File: config.mk
export PLATFORM = sky130hd
export DESIGN_NAME = l2cache_wide_control
export DESIGN_NICKNAME = d
export VERILOG_FILES = /design/src/rtl/l2cache_wide_control_pkg.sv /design/src/rtl/l2cache_wide_control_cache_perf_counter.sv /design/src/rtl/l2cache_wide_control.sv
export SDC_FILE = /design/constraint.sdc
export NUM_CORES = 1
export LEC_CHECK = 0
export BUFFER_PORTS_ARGS = -buffer_cell sky130_fd_sc_hd__buf_2
export CAP_MARGIN = 20
export CELL_PAD_IN_SITES_DETAIL_PLACEMENT = 1
export CELL_PAD_IN_SITES_GLOBAL_PLACEMENT = 2
export CORE_MARGIN = 4
export CORE_UTILIZATION = 31
export CTS_BUF_LIST = sky130_fd_sc_hd__clkbuf_2 sky130_fd_sc_hd__clkbuf_4 sky130_fd_sc_hd__clkbuf_8
export CTS_CLUSTER_SIZE = 20
export DETAILED_ROUTE_END_ITERATION = 16
export PLACE_DENSITY = 0.91
export SYNTH_ARGS = -nofsm -noshare
export SYNTH_HDL_FRONTEND = slang
export SYNTH_SLANG_ARGS = --single-unit
File: constraint.sdc
create_clock -name clk -period 2.5 [get_ports clk]
set_input_delay 0.125 -clock clk [delete_from_list [all_inputs] [get_ports clk]]
set_output_delay 0.125 -clock clk [all_outputs]
set_load 0.01 [all_outputs]
File: src/rtl/l2cache_wide_control_pkg.sv
// Shared types and encodings for the wide L2 cache control slice.
package l2cache_types;

  typedef enum logic [2:0] {
    IDLE,
    TAG_CHECK,
    WRITE_BACK,
    FILL,
    REFILL_READ
  } l2wide_state_t;

  localparam logic [1:0] WSEL_NONE = 2'b00;
  localparam logic [1:0] WSEL_PMEM = 2'b01;
  localparam logic [1:0] WSEL_MEM  = 2'b10;

  localparam logic PADDR_MEM = 1'b0;
  localparam logic PADDR_WB  = 1'b1;

  function automatic logic [3:0] way_onehot(input logic [1:0] w);
    return 4'b0001 << w;
  endfunction

endpackage

File: src/rtl/l2cache_wide_control_cache_perf_counter.sv
// Wrapping event counter with synchronous clear.
module cache_perf_counter #(
  parameter int unsigned W = 32
) (
  input  logic         clk,
  input  logic         rst,
  input  logic         inc,
  output logic [W-1:0] count
);

  always_ff @(posedge clk) begin
    if (rst)
      count <= '0;
    else if (inc)
      count <= count + W'(1);
  end

endmodule

File: src/rtl/l2cache_wide_control.sv
// Sequencing FSM for the 4-way wide L2 datapath: tag check, writeback, fill
// and refill handshakes plus hit/miss/writeback counters.
module l2cache_wide_control
  import l2cache_types::*;
#(
  parameter int unsigned CNT_W = 32
) (
  input  logic             clk,
  input  logic             rst,
  input  logic             mem_read,
  input  logic             mem_write,
  output logic             mem_resp,
  output logic             pmem_read,
  output logic             pmem_write,
  input  logic             pmem_resp,
  output logic             pmem_addr_sel,
  input  logic [3:0]       cache_hit,
  input  logic             write_back,
  input  logic [1:0]       way,
  input  logic [1:0]       way_reg,
  output logic             load_way_reg,
  output logic [3:0]       read_data_array,
  output logic [1:0]       way_sel,
  output logic [1:0]       write_sel,
  output logic [3:0]       load_tag,
  output logic [3:0]       load_valid,
  output logic [3:0]       load_dirty,
  output logic             set_valid,
  output logic             set_dirty,
  output logic             load_lru,
  output logic [CNT_W-1:0] hit_cnt,
  output logic [CNT_W-1:0] miss_cnt,
  output logic [CNT_W-1:0] wb_cnt
);

  l2wide_state_t state, next_state;
  logic req_write;
  logic refilled;
  logic hit_inc, miss_inc, wb_inc;
  logic req, hit;

  // The victim/hit way comes in through way_reg; the raw way bus is not needed here.
  logic unused_way;
  assign unused_way = ^way;

  assign req = mem_read | mem_write;
  assign hit = |cache_hit;

  // The request type is latched so a dropped request still completes as issued.
  always_ff @(posedge clk) begin
    if (rst) begin
      state     <= IDLE;
      req_write <= 1'b0;
      refilled  <= 1'b0;
    end else begin
      state <= next_state;
      if (state == IDLE && req) begin
        req_write <= mem_write;
        refilled  <= 1'b0;
      end
      if (state == FILL && pmem_resp)
        refilled <= 1'b1;
    end
  end

  always_comb begin
    next_state      = state;
    mem_resp        = 1'b0;
    pmem_read       = 1'b0;
    pmem_write      = 1'b0;
    pmem_addr_sel   = PADDR_MEM;
    load_way_reg    = 1'b0;
    read_data_array = 4'h0;
    way_sel         = 2'b00;
    write_sel       = WSEL_NONE;
    load_tag        = 4'h0;
    load_valid      = 4'h0;
    load_dirty      = 4'h0;
    set_valid       = 1'b0;
    set_dirty       = 1'b0;
    load_lru        = 1'b0;
    hit_inc         = 1'b0;
    miss_inc        = 1'b0;
    wb_inc          = 1'b0;

    case (state)
      IDLE: begin
        if (req) begin
          read_data_array = 4'hF;
          load_way_reg    = 1'b1;
          next_state      = TAG_CHECK;
        end
      end
      TAG_CHECK: begin
        way_sel = way_reg;
        if (hit) begin
          load_lru   = 1'b1;
          mem_resp   = 1'b1;
          hit_inc    = ~refilled;
          next_state = IDLE;
          if (req_write) begin
            write_sel  = WSEL_MEM;
            load_dirty = way_onehot(way_reg);
            set_dirty  = 1'b1;
          end
        end else begin
          miss_inc   = 1'b1;
          next_state = write_back ? WRITE_BACK : FILL;
        end
      end
      WRITE_BACK: begin
        way_sel       = way_reg;
        pmem_addr_sel = PADDR_WB;
        pmem_write    = 1'b1;
        if (pmem_resp) begin
          load_dirty = way_onehot(way_reg);
          wb_inc     = 1'b1;
          next_state = FILL;
        end
      end
      FILL: begin
        way_sel   = way_reg;
        pmem_read = 1'b1;
        if (pmem_resp) begin
          write_sel  = WSEL_PMEM;
          load_tag   = way_onehot(way_reg);
          load_valid = way_onehot(way_reg);
          load_dirty = way_onehot(way_reg);
          set_valid  = 1'b1;
          next_state = REFILL_READ;
        end
      end
      REFILL_READ: begin
        read_data_array = 4'hF;
        load_way_reg    = 1'b1;
        next_state      = TAG_CHECK;
      end
      default: next_state = IDLE;
    endcase

    if (rst) begin
      mem_resp        = 1'b0;
      pmem_read       = 1'b0;
      pmem_write      = 1'b0;
      pmem_addr_sel   = PADDR_MEM;
      load_way_reg    = 1'b0;
      read_data_array = 4'h0;
      way_sel         = 2'b00;
      write_sel       = WSEL_NONE;
      load_tag        = 4'h0;
      load_valid      = 4'h0;
      load_dirty      = 4'h0;
      set_valid       = 1'b0;
      set_dirty       = 1'b0;
      load_lru        = 1'b0;
      hit_inc         = 1'b0;
      miss_inc        = 1'b0;
      wb_inc          = 1'b0;
    end
  end

  cache_perf_counter #(.W(CNT_W)) u_hit_cnt (
    .clk   (clk),
    .rst   (rst),
    .inc   (hit_inc),
    .count (hit_cnt)
  );

  cache_perf_counter #(.W(CNT_W)) u_miss_cnt (
    .clk   (clk),
    .rst   (rst),
    .inc   (miss_inc),
    .count (miss_cnt)
  );

  cache_perf_counter #(.W(CNT_W)) u_wb_cnt (
    .clk   (clk),
    .rst   (rst),
    .inc   (wb_inc),
    .count (wb_cnt)
  );

endmodule

==> After elaboration in Yosys (flattened, before gate mapping) <==
Index checks and enable logic that the tools add are counted.
{ "word_totals": {"reg_bits": 101, "out_inout_bits": 124} }
{ "classes": {"bitwise_logic": 2, "reduce_logical": 8, "n_eq_ne": 7, "mux": 50, "shifts": 1, "n_addsub": 3} }
{ "ops": {"columns": ["cell", "n"], "rows": [
  ["$add 32x1->32 const B", 3],
  ["$mux 4", 8],
  ["$mux 1", 28],
  ["$pmux 4 s2", 2],
  ["$pmux 3 s5", 1],
  ["$mux 2", 6],
  ["$mux 3", 3],
  ["$eq 3x2->1 const B", 2],
  ["$ne 2x2->1 const B", 3],
  ["$pmux 2 s2", 1],
  ["$reduce_or 4->1", 1],
  ["$shl 1x2->4 const A", 1],
  ["$eq 3x1->1 const B", 1],
  ["$eq 3x3->1 const B", 1],
  ["$logic_not 3->1", 1],
  ["$reduce_and 3->1", 1],
  ["$reduce_or 3->1", 1],
  ["$logic_and 1x1->1", 2],
  ["$pmux 1 s2", 1],
  ["$reduce_bool 2->1", 1],
  ["$reduce_or 2->1", 1],
  ["$not 1->1", 1],
  ["$or 1x1->1", 1]
]} }

==> Depth between registers and ports, before layout <==
Gate-level depths: netlist (run 1).
{ "depth": {"ltp_word": 5, "mapped_depth": 7, "ltp_nobuf": 6} }

==> Modules after synthesis <==
Synthesis (run 1) repeated with hierarchy kept, for this count alone.
{ "unflattened": {"hier_cells": 612, "hier_area_um2": 5185.0} }
{ "by_module_without_submodules": {"columns": ["mod", "cells_each", "area_per_inst_um2", "instances"], "rows": [
  ["cache_perf_counter", 181, 1564.0, 3],
  ["l2cache_wide_control", 69, 493.0, 1]
]} }

==> Worst setup path before layout (run 1) <==
No wires, ideal clock.
{ "synth_path": {"path_kind": "register to register", "startpoint": "register u_hit_cnt.count[0]", "endpoint": "register u_hit_cnt.count[28]", "stages_incl_launch_ff": 7, "setup_time_ns": 0.070, "slack_ns": 0.247, "required_ns": 2.430, "n_path_buf": 0, "arrival_ns": 2.182, "path_cell_list": "dfxtp_1 ha_1 nor4bb_1 nand3_1 or3_1 or4_1 a21oi_1"} }
{ "synth_between": {"elab_chain_len": 1} }
{ "synth_lines": {"columns": ["item", "line_no", "text"], "rows": [
  ["start: declaration", "l2cache_wide_control_cache_perf_counter.sv:8", "output logic [W-1:0] count"],
  ["start signal: assignment", "l2cache_wide_control_cache_perf_counter.sv:15", "count <= count + W'(1);"],
  ["$add 32x1->32", "l2cache_wide_control_cache_perf_counter.sv:15", null]
]} }
Every way passes these cells.
A chain may end at the register's enable or synchronous reset.

==> Worst setup path after layout (run 1) <==
Same ends and word-level chain as after synthesis.

==> reports/summary.txt, run 1 <==
Iter 0 DRT Violations = 231
First-pass GRT wire length = 25470 um
CTS-repair resized insts = 0
Ant. Diodes = 0
Post-Syn Instances = 611
Post-layout instance area = 0.006091 mm^2
Skew-Pair Late Insertion Delay = 0.38 ns
Fmax = 0.4396 GHz
Die height = 134.8 um
GR peak layer = met2
Post-Syn Area per Cell = 8.156 um^2
Netlist cell types = 46
# nets final = 759
RSZ-0062 raised after global routing = no
Final Max Tran Viols = 0
Hold Path Class = in2reg
Fill cell count = 1965
Core area = 0.01583 mm^2
Largest net degree at the start of global routing = 51
Slew margin rel. = 59.62%
Average wire per standard cell = 16.12 um
GRT met1 Usage = 22.36%
Longest Clk Path Bufs = 2
Cell family with most CP delay = simple AND/OR/NAND/NOR gates
Ys async rst share = 0%
Final setup vio count = 0
Vias in the first global route = 4960
Post-Syn Area = 0.004984 mm^2
Initial antenna violation count = 0
Area contributors post-synth = dfxtp_1, xnor2_1, nor2_1
Std-Cell Rows = 46
Synth top area share = 40.57%
Via density = 5.115
Synth warnings = 0
Worst Setup End Kind = flip-flop
Most frequent cells in the layout = buf_2, nor2_1, dfxtp_1
Number of flops mapped to enable cells by yosys = 0
CP Max Fanout = 4
M2 GR Usage = 28.35%
WP data required = 2.82 ns
P per Cell Area = 451.9 mW/mm^2
Post-route minimum period = 2.275 ns
Hold Fails Final Rpt = 0
Slew @ Worst Pin = 0.6002 ns
Min Hold Slack = 0.06024 ns
Placed Instances = 947
Critical path class = reg2reg
Seq/Total Area, Yosys = 40.57%
Remaining antenna violation count = 0
Starting density of the core = 31.49%
# hold bufs at CTS = 0
Startpoint Class = flip-flop
Max-cap check violation count = 0
GP Congestion = 0.8166
Via count = 4926
Syn_nets = 628
Drt drc = 0
Cts bufs inserted = 9
Buf/Inv on CP = 0
Worst VDD drop = 0.1894 mV
Die width = 134.8 um
H-tree Lvls = 3
Period utilization = 90.99%
Status = finished clean
Static leakage = 0.002427 uW
Drt total wl = 15530 um
Post-CTS setup buffer count = 0
Total grt overflow = 0
Commonest non-fill, non-tap cell in the layout = buf_2
Clock skew = 0.01454 ns
Worst Path Arrival = 2.59 ns
Share of cells above drive strength 1 = 24.50%
Met3 GRT Util = 3.055%
Max stage delay cell, worst path = or4_1
Total track usage = 17.13%
Max incr delay on CP = 0.48 ns
Clk sinks = 101
TNS Setup = 0 ns
Most used DFF post-synth = dfxtp_1
Area Growth Syn to Fin = 22.22%
FF+latch count, synth = 101
I/O Buffers = 135
Largest area contributor in the netlist = dfxtp_1
Final core occ = 38.48%
Top Ports = 138
CTS root buf = clkbuf_8
1st-pass router iterations = 4
Final non-filler cell total = 963
Reg clk slew, reported paths = 0.11 ns
Detailed Place HPWL = 11680 um
Die ar. = 0.01817 mm^2
Dpl cell area = 0.005917 mm^2
Cell Chain, Critical Path = ha_1 > nor4bb_1 > nand3_1 > or3_1 > or4_1 > a21oi_1
CTS tree = yes
## cell usage after synthesis (3+ instances only)
cell,number
o31ai_1,5
ha_1,3
clkbuf_1,27
buf_4,10
a21oi_1,19
nor3_1,25
xor2_1,27
and3_1,8
dfxtp_1,101
or4_1,8
nand4_1,37
nand2b_1,6
nand2_1,43
nand3_1,28
or3_1,12
xnor2_1,49
and4_1,10
nor4_1,26
o21ai_0,12
nand3b_1,3
inv_1,15
and2_1,5
nor2_1,106
## power by group
group	switching [uW]	internal, uW	leakage, uW
logic	86.2	47.7	0.00152
registers	6.80	1610	0.000814
clock network	611	388	0.0000905
total	704	2050	0.00243
## final timing paths
check	start	to	slack, ns	depth (start not counted)
min	mem_write	req_write	0.06	3
max reg2reg	u_hit_cnt.count[0]	u_hit_cnt.count[28]	0.23	6
max	u_hit_cnt.count[0]	u_hit_cnt.count[28]	0.23	6
min reg2reg	u_miss_cnt.count[29]	u_miss_cnt.count[29]	0.52	2
## through the flow
| step | power [uW] | worst slack (ns) |
|---|---|---|
| floorplan | 1741 | 0.2474 |
| global placement | 1786 | 0.3119 |
| detailed placement | 1793 | 0.2600 |
| CTS | 2798 | 0.2156 |
| global route | 2886 | 0.02919 |
| finish | 2752 | 0.2252 |
## state kept, by name, summed over array words and instances (netlist names)
register          flops
u_hit_cnt.count      32
u_miss_cnt.count     32
u_wb_cnt.count       32
state                 3
refilled              1
req_write             1
## worst reg2reg max path, stage by stage (launching register included)
cell and delay, ns:
dfxtp_1 0.41, ha_1 0.19, nor4bb_1 0.36, nand3_1 0.19
or3_1 0.43, or4_1 0.48, a21oi_1 0.15
## routing by layer
metal,share of wire (%),vias to the layer above
met2,48,113
met3,4.4,19
met4,1.8,0
li1,-,2387
met1,46,2407
met5,0,-
## area by class of cell
class	count	area, um^2	area share, %
multi-input combinational	456	2714	44.56
tap	216	270.3	4.437
inverter	16	60.06	0.9860
clock buffer	11	138.9	2.280
clock inverter	5	35.03	0.5752
sequential	101	2022	33.20
timing repair buffer	158	850.8	13.97
## kinds of logic (layout without fill, tap and decap cells)
group / after synthesis / after routing / share of synthesized area, %
and+or+nand+nor: 334 / 334 / 35.20
buffers and inverters: 54 / 190 / 4.971
adders and majority gates: 3 / 3 / 0.7533
muxes: 2 / 2 / 0.4268
AOI/OAI and AO/OA: 41 / 41 / 4.720
xor gates and xnor gates: 76 / 76 / 13.36
DFF: 101 / 101 / 40.57
Power figures use the tool's default switching activity.
==> run 2, diff against run 1 <==
--- a/config.mk
+++ b/config.mk
@@ -5,16 +5,16 @@
 export SDC_FILE = /design/constraint.sdc
 export NUM_CORES = 1
 export LEC_CHECK = 0
-export BUFFER_PORTS_ARGS = -buffer_cell sky130_fd_sc_hd__buf_2
 export CAP_MARGIN = 20
 export CELL_PAD_IN_SITES_DETAIL_PLACEMENT = 1
 export CELL_PAD_IN_SITES_GLOBAL_PLACEMENT = 2
 export CORE_MARGIN = 4
-export CORE_UTILIZATION = 31
+export CORE_UTILIZATION = 37
 export CTS_BUF_LIST = sky130_fd_sc_hd__clkbuf_2 sky130_fd_sc_hd__clkbuf_4 sky130_fd_sc_hd__clkbuf_8
 export CTS_CLUSTER_SIZE = 20
 export DETAILED_ROUTE_END_ITERATION = 16
-export PLACE_DENSITY = 0.91
+export DONT_BUFFER_PORTS = 1
+export PLACE_DENSITY = 0.9
 export SYNTH_ARGS = -nofsm -noshare
 export SYNTH_HDL_FRONTEND = slang
 export SYNTH_SLANG_ARGS = --single-unit
==> reports/summary.txt, run 2 (synthesis results as in run 1) <==
Status = finished clean
Commonest non-fill, non-tap cell in the layout = nor2_1
Worst VDD drop = 0.3558 mV
Leading registers by flop count = u_hit_cnt.count: 32 flops, u_miss_cnt.count: 32 flops, u_wb_cnt.count: 32 flops
P per Cell Area = 539.4 mW/mm^2
GP Congestion = 0.7825
Fmax = 0.4270 GHz
WP data required = 2.76 ns
Drt total wl = 14650 um
Clk sinks = 101
Max-cap check violation count = 0
Total track usage = 19.37%
Hold Fails Final Rpt = 0
Startpoint Class = flip-flop
Drt drc = 0
H-tree Lvls = 3
Final Max Tran Viols = 0
Detailed Place HPWL = 10400 um
1st-pass router iterations = 4
Initial antenna violation count = 0
Period utilization = 93.68%
Std-Cell Rows = 42
Longest Clk Path Bufs = 2
Starting density of the core = 37.78%
FF-to-FF Start = u_wb_cnt.count[0]
Cell family with most CP delay = simple AND/OR/NAND/NOR gates
Die width = 124.1 um
Worst Path Arrival = 2.60 ns
Iter 0 DRT Violations = 157
R2R setup slack = 0.16 ns
Cts bufs inserted = 9
Max stage delay cell, worst path = or4_1
Cell Chain, Critical Path = ha_1 > nand4_1 > or4_1 > nor4b_1 > xnor2_1 > nor2_1
Core area = 0.01319 mm^2
Average wire per standard cell = 18.26 um
Worst reg2reg path depth = 6
Largest net degree at the start of global routing = 102
Share of cells above drive strength 1 = 9.585%
CTS tree = yes
Max incr delay on CP = 0.66 ns
Vias in the first global route = 4608
Hold endpoint = state[0]
I/O Buffers = 0
# nets final = 638
Area Growth Syn to Fin = 12.18%
Reg clk slew, reported paths = 0.10 ns
Hold Path Class = in2reg
TNS Setup = 0 ns
Ant. Diodes = 0
Die height = 124.1 um
Final core occ = 42.38%
Top Ports = 138
RSZ-0062 raised after global routing = no
First-pass GRT wire length = 23720 um
Skew-Pair Late Insertion Delay = 0.38 ns
Static leakage = 0.001819 uW
Via density = 5.622
Hold_sp = pmem_resp
CTS root buf = clkbuf_8
Critical path class = reg2reg
Worst Setup End Kind = flip-flop
Die ar. = 0.01539 mm^2
CP Max Fanout = 9
Hold path depth = 3
Total grt overflow = 0
Final setup vio count = 0
Remaining antenna violation count = 0
Clock skew = 0.01628 ns
Most frequent cells in the layout = nor2_1, dfxtp_1, xnor2_1
Post-route minimum period = 2.342 ns
Slew @ Worst Pin = 0.6273 ns
Slew margin rel. = 57.80%
Via count = 4509
Buf/Inv on CP = 0
R2R Path End = u_wb_cnt.count[26]
[run 2: cell types whose count changed in the layout (fill, tap and decap cells not counted), sizes merged]
cell,before,now
buf,158,33
bufinv,0,3
clkbuf,11,10
clkinv,3,2
clkinvlp,1,0
dlygate4sd3,0,4
[run 2: worst max path at each step]
stage / cells after the start / from / slack (ns) / end
final: 6 / u_wb_cnt.count[0] / 0.16 / u_wb_cnt.count[26]
after global routing: 6 / u_wb_cnt.count[0] / 0.03 / u_wb_cnt.count[28]
after CTS: 6 / state[2] / 0.01 / u_hit_cnt.count[25]
after detailed placement: 6 / state[2] / 0.04 / u_hit_cnt.count[25]
after global placement: 6 / state[2] / 0.18 / u_hit_cnt.count[29]
after floorplan: 6 / u_hit_cnt.count[0] / 0.25 / u_hit_cnt.count[28]
[run 2: metrics by stage]
stage | worst slack [ns] | hold WS, ns | area [um^2] | total power (uW) | std cells
after floorplan | 0.2474 | 0.2855 | 4984 | 1741 | 611
after global placement | 0.1761 | 0.2032 | 5263 | 1735 | 781
after detailed placement | 0.04412 | 0.2075 | 5263 | 1737 | 781
after CTS | 0.01259 | 0.04265 | 5577 | 3065 | 802
after global routing | 0.02760 | 0.06330 | 5590 | 3150 | 802
final | 0.1579 | 0.06643 | 5590 | 3016 | 802
[run 2: power breakdown]
part	internal (uW)	switching [uW]
Clock	693	585
Combinational	44.6	76.8
Sequential	1610	3.56
[run 2: tightest hold or removal path: cells and delay by family]
| kind | cells | cell delay, ns |
|---|---|---|
| AO/OA/AOI/OAI | 2 | 0.18 |
| XOR/XNOR | 1 | 0.09 |
[run 2: layout make-up]
cell class	count	area, um^2
sequential	101	2022
fill	1604	7600
tap	176	220.2
clock buffer	10	137.6
inverter	16	60.06
timing repair buffer	37	307.8
clock inverter	6	108.9
multi-input combinational	456	2734
[run 2: routing by layer]
metal  global-route usage (%)  vias to the layer above  part of all wire [%]
met5                        0                        -                     0
met4                    4.723                        0                   1.2
met3                    6.994                       13                   7.4
met2                    33.21                      112                    50
met1                    23.07                     2232                    41
li1                         -                     2152                     -
[run 2: timing repair]
item                                    CTS  global route
endpoints found under the setup margin    0             8
hold buffers                              5             0
buffers inserted                          0             0
gates resized for setup                   0             2
hold endpoints to repair                100             0
